**src/rtl/tx_arb_pkg.sv**
```systemverilog
// Shared types and defaults for the transmit arbiter.
// Contents: the arbiter state enum, the default WIDTH_SIZE and NUM_REQ values,
// and a helper that steps a requester index forward around the ring.
package tx_arb_pkg;

  localparam int unsigned DEF_WIDTH_SIZE = 32;
  localparam int unsigned DEF_NUM_REQ    = 4;

  typedef enum logic [1:0] {
    IDLE  = 2'd0,
    ISSUE = 2'd1,
    WAIT  = 2'd2
  } arb_state_e;

  // (base + off) wrapped into the range 0..n-1
  function automatic int unsigned rr_wrap(input int unsigned base,
                                          input int unsigned off,
                                          input int unsigned n);
    return (base + off) % n;
  endfunction

endpackage

```
**src/rtl/tx_rr_picker.sv**
```systemverilog
// Combinational round-robin picker.
// Ports:
//   req    - pending request vector, one bit per requester
//   rr_ptr - index with the highest priority this round
//   winner - first pending index found at or after rr_ptr (wrapping)
//   found  - high when any request is pending
module tx_rr_picker
  import tx_arb_pkg::*;
#(
  parameter int unsigned NUM_REQ = DEF_NUM_REQ
) (
  input  logic [NUM_REQ-1:0]         req,
  input  logic [$clog2(NUM_REQ)-1:0] rr_ptr,
  output logic [$clog2(NUM_REQ)-1:0] winner,
  output logic                       found
);

  localparam int unsigned IDX_W = $clog2(NUM_REQ);

  // Scan from the farthest offset back to rr_ptr so the nearest pending one wins
  always_comb begin
    winner = '0;
    found  = 1'b0;
    for (int k = int'(NUM_REQ) - 1; k >= 0; k--) begin
      if (req[IDX_W'(rr_wrap(32'(rr_ptr), 32'(k), NUM_REQ))]) begin
        winner = IDX_W'(rr_wrap(32'(rr_ptr), 32'(k), NUM_REQ));
        found  = 1'b1;
      end
    end
  end

endmodule

```
**src/rtl/tx_arbiter.sv**
```systemverilog
// Round-robin arbiter feeding one transmit path from NUM_REQ requesters.
// A winner is captured in IDLE when tx_ready is high, driven in ISSUE until
// tx_ready falls (acceptance), then held in WAIT until tx_ready rises again.
// Ports:
//   clk, reset          - clock and asynchronous active-high reset
//   req_valid/data/err/pf - per-requester frame request and payload
//   req_ack             - one-cycle acknowledge to the captured requester
//   tx_valid/data/err/pf - drive to the transmit path
//   tx_ready            - transmit-path idle flag, falls on acceptance
//   grant_id, busy      - current owner and activity flag
//   frame_cnt           - per-requester 16-bit saturating frame counts
//                         (only present when TX_ARB_CNT_EN is defined)
module tx_arbiter
  import tx_arb_pkg::*;
#(
  parameter int unsigned WIDTH_SIZE = DEF_WIDTH_SIZE,
  parameter int unsigned NUM_REQ    = DEF_NUM_REQ
) (
  input  logic                          clk,
  input  logic                          reset,
  input  logic [NUM_REQ-1:0]            req_valid,
  input  logic [NUM_REQ*WIDTH_SIZE-1:0] req_data,
  input  logic [NUM_REQ-1:0]            req_err,
  input  logic [NUM_REQ-1:0]            req_pf,
  output logic [NUM_REQ-1:0]            req_ack,
  output logic                          tx_valid,
  output logic [WIDTH_SIZE-1:0]         tx_data,
  output logic                          tx_err,
  output logic                          tx_pf,
  input  logic                          tx_ready,
  output logic [$clog2(NUM_REQ)-1:0]    grant_id,
  output logic                          busy
`ifdef TX_ARB_CNT_EN
  ,
  output logic [NUM_REQ*16-1:0]         frame_cnt
`endif
);

  localparam int unsigned IDX_W = $clog2(NUM_REQ);

  arb_state_e             state_q, state_d;
  logic [IDX_W-1:0]       rr_ptr_q, rr_ptr_d;
  logic [IDX_W-1:0]       grant_d;
  logic [NUM_REQ-1:0]     ack_d;
  logic                   tx_valid_d;
  logic [WIDTH_SIZE-1:0]  tx_data_d;
  logic                   tx_err_d;
  logic                   tx_pf_d;
  logic                   busy_d;
  logic [IDX_W-1:0]       pick_idx_c;
  logic                   pick_found_c;

  tx_rr_picker #(
    .NUM_REQ (NUM_REQ)
  ) u_picker (
    .req    (req_valid),
    .rr_ptr (rr_ptr_q),
    .winner (pick_idx_c),
    .found  (pick_found_c)
  );

  // Next state and next values of every registered output
  always_comb begin
    state_d    = state_q;
    rr_ptr_d   = rr_ptr_q;
    grant_d    = grant_id;
    ack_d      = '0;
    tx_valid_d = tx_valid;
    tx_data_d  = tx_data;
    tx_err_d   = tx_err;
    tx_pf_d    = tx_pf;
    busy_d     = busy;

    case (state_q)
      IDLE: begin
        if (tx_ready && pick_found_c) begin
          state_d             = ISSUE;
          grant_d             = pick_idx_c;
          ack_d[pick_idx_c]   = 1'b1;
          tx_valid_d          = 1'b1;
          tx_data_d           = req_data[32'(pick_idx_c)*WIDTH_SIZE +: WIDTH_SIZE];
          tx_err_d            = req_err[pick_idx_c];
          tx_pf_d             = req_pf[pick_idx_c];
          busy_d              = 1'b1;
        end
      end
      ISSUE: begin
        // tx_ready low means the transmit path has taken the frame
        if (!tx_ready) begin
          state_d    = WAIT;
          tx_valid_d = 1'b0;
        end
      end
      WAIT: begin
        if (tx_ready) begin
          state_d  = IDLE;
          busy_d   = 1'b0;
          rr_ptr_d = IDX_W'(rr_wrap(32'(grant_id), 32'd1, NUM_REQ));
        end
      end
      default: begin
        state_d = IDLE;
      end
    endcase
  end

  // State, pointer and output registers
  always_ff @(posedge clk or posedge reset) begin
    if (reset) begin
      state_q  <= IDLE;
      rr_ptr_q <= '0;
      grant_id <= '0;
      req_ack  <= '0;
      tx_valid <= 1'b0;
      tx_data  <= '0;
      tx_err   <= 1'b0;
      tx_pf    <= 1'b0;
      busy     <= 1'b0;
    end else begin
      state_q  <= state_d;
      rr_ptr_q <= rr_ptr_d;
      grant_id <= grant_d;
      req_ack  <= ack_d;
      tx_valid <= tx_valid_d;
      tx_data  <= tx_data_d;
      tx_err   <= tx_err_d;
      tx_pf    <= tx_pf_d;
      busy     <= busy_d;
    end
  end

`ifdef TX_ARB_CNT_EN
  localparam int unsigned CNT_W = 16;

  // Count accepted frames per requester, saturating at all-ones
  always_ff @(posedge clk or posedge reset) begin
    if (reset) begin
      frame_cnt <= '0;
    end else if (state_q == ISSUE && !tx_ready &&
                 frame_cnt[32'(grant_id)*CNT_W +: CNT_W] != {CNT_W{1'b1}}) begin
      frame_cnt[32'(grant_id)*CNT_W +: CNT_W] <=
        frame_cnt[32'(grant_id)*CNT_W +: CNT_W] + CNT_W'(1);
    end
  end
`endif

endmodule

```
**config.mk**
```make
export PLATFORM = sky130hd
export DESIGN_NAME = tx_arbiter
export DESIGN_NICKNAME = d
export VERILOG_FILES = /design/src/rtl/tx_arb_pkg.sv /design/src/rtl/tx_rr_picker.sv /design/src/rtl/tx_arbiter.sv
export SDC_FILE = /design/constraint.sdc
export NUM_CORES = 1
export LEC_CHECK = 0
export ABC_CLOCK_PERIOD_IN_PS = 2050
export BUFFER_PORTS_ARGS = -buffer_cell sky130_fd_sc_hd__buf_2
export CORE_MARGIN = 1
export CORE_UTILIZATION = 38
export CTS_CLUSTER_DIAMETER = 200
export DETAILED_ROUTE_END_ITERATION = 16
export PLACE_DENSITY = 0.76
export SYNTH_ARGS = -nofsm -noshare
export SYNTH_HDL_FRONTEND = slang
export SYNTH_SLANG_ARGS = --single-unit
```
**constraint.sdc**
```tcl
create_clock -name clk -period 2.05 [get_ports clk]
set_clock_uncertainty 0.1 [all_clocks]
set_input_delay 0.1025 -clock clk [delete_from_list [all_inputs] [get_ports clk]]
set_output_delay 0.1025 -clock clk [all_outputs]
set_load 0.02 [all_outputs]
```
Word level (Yosys, flattened, before mapping) --
Index checks and enable logic that the tools add are counted.
Operators by class: $add $sub $neg 4, $mul 0, divide/modulo/power cells 0, $lt $le $gt $ge 6, equality and inequality tests 5, shift-type cells 1, mux-type cells 33, bitwise operators 0, reductions and logical operators 10
Operators with widths (number):
- $shiftx 128x8->32 | 1
- $lt 2x3->1 const B | 5
- $mux 1 | 14
- $mux 2 | 7
- $bmux 1 s2 | 6
- $reduce_and 3->1 | 3
- $mux 4 | 2
- $ne 2x2->1 const B | 3
- $pmux 2 s3 | 1
- $add 2x1->2 const B | 2
- $add 2x2->2 const B | 2
- $pmux 1 s2 | 2
- $reduce_and 2->1 | 2
- $reduce_bool 2->1 | 2
- $demux 1 s2 | 1
- $eq 2x1->1 const B | 1
- $eq 2x2->1 const B | 1
- $ge 2x1->1 const B | 1
- $logic_and 1x1->1 | 2
- $logic_not 2->1 | 1
Storage, ports and cells: register bits after elaboration 46, latch bits 0, bits in writable memories 0, bits in read-only memories 0, input bits 143, logic and storage cells 68, memories 0

Logic depth before layout (Yosys ltp) --
depth after elaboration 13, depth in mapped cells 7, depth with buffers taken out 5

Cells and area by module --
A second synthesis with hierarchy kept.
Second synthesis, totals: cells, all modules 164, area total of the unflattened synthesis 2607.5 sq um
Modules (own cells, without submodules):
- tx_arbiter | instances 1, cells each 151, area each 2529.9 sq um, seq. area each 1151.1 sq um
- tx_rr_picker | instances 1, cells each 13, area each 77.6 sq um, seq. area each 0.0 sq um

Worst setup path after synthesis --
Ideal clock, no wire load.
path type register to register, start point register rr_ptr_q[1], end point register tx_data[19], library setup time 0.139 ns, arrival time 1.688 ns, path slack 0.123 ns, stages on the path, launching flop included 7, buffers on the path 1, clock period less this slack 1.927 ns, cell sequence dfrtp_1 -> mux2_2 -> nand2_1 -> nand2_1 -> clkbuf_1 -> a2111oi_0 -> a311oi_1
Between the ends: longest elaborated chain between the ends 9
RTL lines:
- start, declared | line tx_arbiter.sv:42 | logic [IDX_W-1:0] rr_ptr_q, rr_ptr_d;
- start signal, assigned | line tx_arbiter.sv:121 | rr_ptr_q <= rr_ptr_d;
- branches (longest 9 deep; another with $add 2x2->2)
- end signal, assigned | line tx_arbiter.sv:125 | tx_data <= tx_data_d;
- end, declared | line tx_arbiter.sv:27 | output logic [WIDTH_SIZE-1:0] tx_data,
Several ways; the timed one is not identified. The select of a mux whose other input is x is not followed. A chain may end at the register's enable or synchronous reset.

Worst setup path after layout --
start point register rr_ptr_q[1], end point register tx_data[26]
The elaborated chain is that of the path after synthesis.

==> qor.yml <==
synth_area_leaders: "dfrtp_1 42%, a2111oi_0 11%, a311oi_1 11%, nand2_1 10%, and3_1 8.2%"
ant_nets: 0
routedWlPerCell_microns: 19.1
finalWirelength_microns: 13100
setup_viol: 0
ys.flop_type: "dfrtp_1"
cp_slowest_cell: "dfrtp_2"
min_from: "req_data[73]"
area_growth_syn_to_layout_pct: 92.3
seq_area_frac_synth_pct: 41.8
power.leakage_nw: 2.38
drt-pass1-iter-count: 5
syn_area_sq_um: 2750
cp-startpoint: "rr_ptr_q[1]"
cp_cell_sequence: "o32a_4 -> buf_4 -> buf_4 -> and3_1 -> a2111oi_2 -> a311oi_1"
postSynthAreaPerCell_sq_um: 8.49
antenna_found_initial: 0
r2r_slack_ns: 0.03
grt_usage_pct: 31.5
synth-edff-count: 0
synth_cells: 324
syn_nets: 467
hpwlAfterDp_microns: 6950
relSlewSlack_pct: 58.1
critical_path.top_delay_family: "compound AO/OA/AOI/OAI gates"
period_needed_ns: 2.02
gp_congestion: 0.811
tns_ns: 0
avgViaCountPerCell: 5.74
initial_core_util_pct: 39.8
dp.cells: 590
die_area_sq_um: 7580
ys_types: 27
crit_buf_inv: 2
cts_root_buffer: "clkbuf_8"
fill_cells: 506
core-area_sq_um: 6910
whs_endpoint: "tx_data[9]"
yosys.area.top_type: "dfrtp_1"
grt_max_degree: 49
internal_power_w: 0.00295
multi_input_area_sq_um: 1900
path_clk_slew_ns: 0.10
hold_path_class: "input port to flip-flop"
seq_area_sq_um: 1150
start_kind: "flip-flop"
synth_top_area_share_pct: 41.8
slowest_delay_ns: 0.47
worst-setup-path-type: "flip-flop to flip-flop"
io_pins: 185
clock-sinks: 46
switching_share_pct: 47.4
grt_pass1_vias: 3780
grt_pass1_wl_microns: 18100
ys_seq_elements: 46
outcome: "finished clean"
drtIter0Drc: 265
p_clk_share_pct: 10.4
nNetsFinal: 731
power_frac_comb_pct: 61.8
cts.path.max_buffers: 2
cpMostUsedCell: "buf_4"
diodes: 0
grt_overflow: 0
numPortBuffers: 184
drv_cap: 0
cp-end-kind: "flip-flop"
report.power.total_w: 0.00562
synthArstFlopShare_pct: 100
max_freq_ghz: 0.495
reg2reg_depth: 6
powerDensity_nw_per_um2: 1060
htreeDepth: 2
fin_crit_sh_pct: 98.6
vdd_drop_max_mv: 0.529
drc: 0
worstHoldPathCells: 3
row_count: 30
place_area_sq_um: 3850
p_seq_share_pct: 27.8
clk_latency_ns: 0.30
die_x_microns: 87.1
worst_hold_slack_ns: 0.0716
die_y_microns: 87.1
worst_pin_slew_ns: 0.628
cts_buffers: 5
drive_gt1_share_pct: 47.9
synth_common_cells: "75 x nand2_1, 46 x dfrtp_1, 36 x and3_1"
worstReg2RegStart: "rr_ptr_q[1]"
required_ns: 2.13
timing.rr.end: "tx_data[26]"
ys.warnings.count: 0
cts_tree: "built"
synth_most_common_cell: "nand2_1"
maxSlewViolCount: 0
cp.arrival_ns: 2.10
p_switching_w: 0.00266
vias: 3932
final_area_sq_um: 5290
final_hold_viol_count: 0
final_cells: 685
cp_max_fo: 8
[metal layers]
| layer | global-route usage (%) | share of wire [%] | up-vias |
|---|---|---|---|
| met3 | 6.82 | 8.2 | 55 |
| met4 | 14.6 | 4.1 | 0 |
| met1 | 36.6 | 37 | 1856 |
| li1 | - | - | 1747 |
| met5 | 0 | 0 | - |
| met2 | 55.3 | 50 | 274 |
[how the worst max path moves through the flow]
stage / to / slack, ns / cells past startpoint
after floorplan: tx_data[19] / 0.12 / 6
after global placement: tx_err / -0.04 / 5
after detailed placement: tx_data[3] / -0.11 / 5
after CTS: tx_data[3] / 0.01 / 6
after global routing: tx_data[6] / -0.03 / 7
final: tx_data[26] / 0.03 / 6
[registers in the layout, summed over array words and instances, names as in the netlist]
register  flops
state_q       2
tx_pf         1
tx_data      32
rr_ptr_q      2
grant_id      2
tx_valid      1
req_ack       4
tx_err        1
busy          1
[timing repair]
action | 4_1_cts | 5_1_grt
gates cloned | 2 | 5
hold buffers | 70 | 0
endpoints found under the hold margin | 59 | 0
setup endpoints to repair | 34 | 34
pin swaps | 3 | 8
gates resized for setup | 31 | 79
buffers inserted | 0 | 10
[worst min-delay path, delay by kind of cell]
kind	cells	cell delay, ns
compound gates	2	0.24
buf+inv	1	0.09
[layout by cell type, fill, tap and decap left out, types with 2 or more instances in the layout]
master / instances
a2111oi_1: 2
a2111oi_2: 21
a2111oi_4: 11
a21oi_1: 2
a311oi_1: 29
a311oi_2: 5
and2_4: 2
and3_1: 33
and3_4: 4
buf_12: 4
buf_2: 185
buf_4: 20
buf_6: 4
buf_8: 2
clkbuf_16: 2
clkbuf_8: 5
dfrtp_1: 45
dlygate4sd3_1: 70
inv_1: 3
nand2_1: 73
nor2_1: 35
nor3_1: 2
o21ai_0: 6
o22ai_4: 2
xnor2_1: 2
[power groups by stage]
stage               logic, W  registers, W  clock network (W)
floorplan            0.00110       0.00197                  0
global placement     0.00247       0.00154                  0
detailed placement   0.00253       0.00155                  0
CTS                  0.00274       0.00154           0.000587
global route         0.00369       0.00161           0.000633
finish               0.00347       0.00156           0.000585
[kinds of logic after synthesis]
group	after synthesis	share of synthesized area (%)
AOI/OAI and AO/OA	84	25.2
muxes	1	0.409
DFF	46	41.8
xor gates and xnor gates	2	0.637
buffers and inverters	37	6.59
and+or+nand+nor	154	25.3
[stage by stage]
stage / utilization, % / setup WS [ns]
6_report: 76.6 / 0.0288
3_3_place_gp: 55.7 / -0.0366
4_1_cts: 68.3 / 0.00960
2_1_floorplan: - / 0.123
5_1_grt: 76.6 / -0.0282
3_5_place_dp: 55.7 / -0.110
[area by class of cell]
class / instances / area share, %
Multi-Input combinational cell: 243 / 36.0
Clock inverter: 3 / 0.402
Sequential cell: 46 / 21.8
Tap cell: 96 / 2.27
Timing Repair Buffer: 288 / 38.0
Clock buffer: 5 / 1.30
Inverter: 4 / 0.284
(Power assumes the default switching activity.)
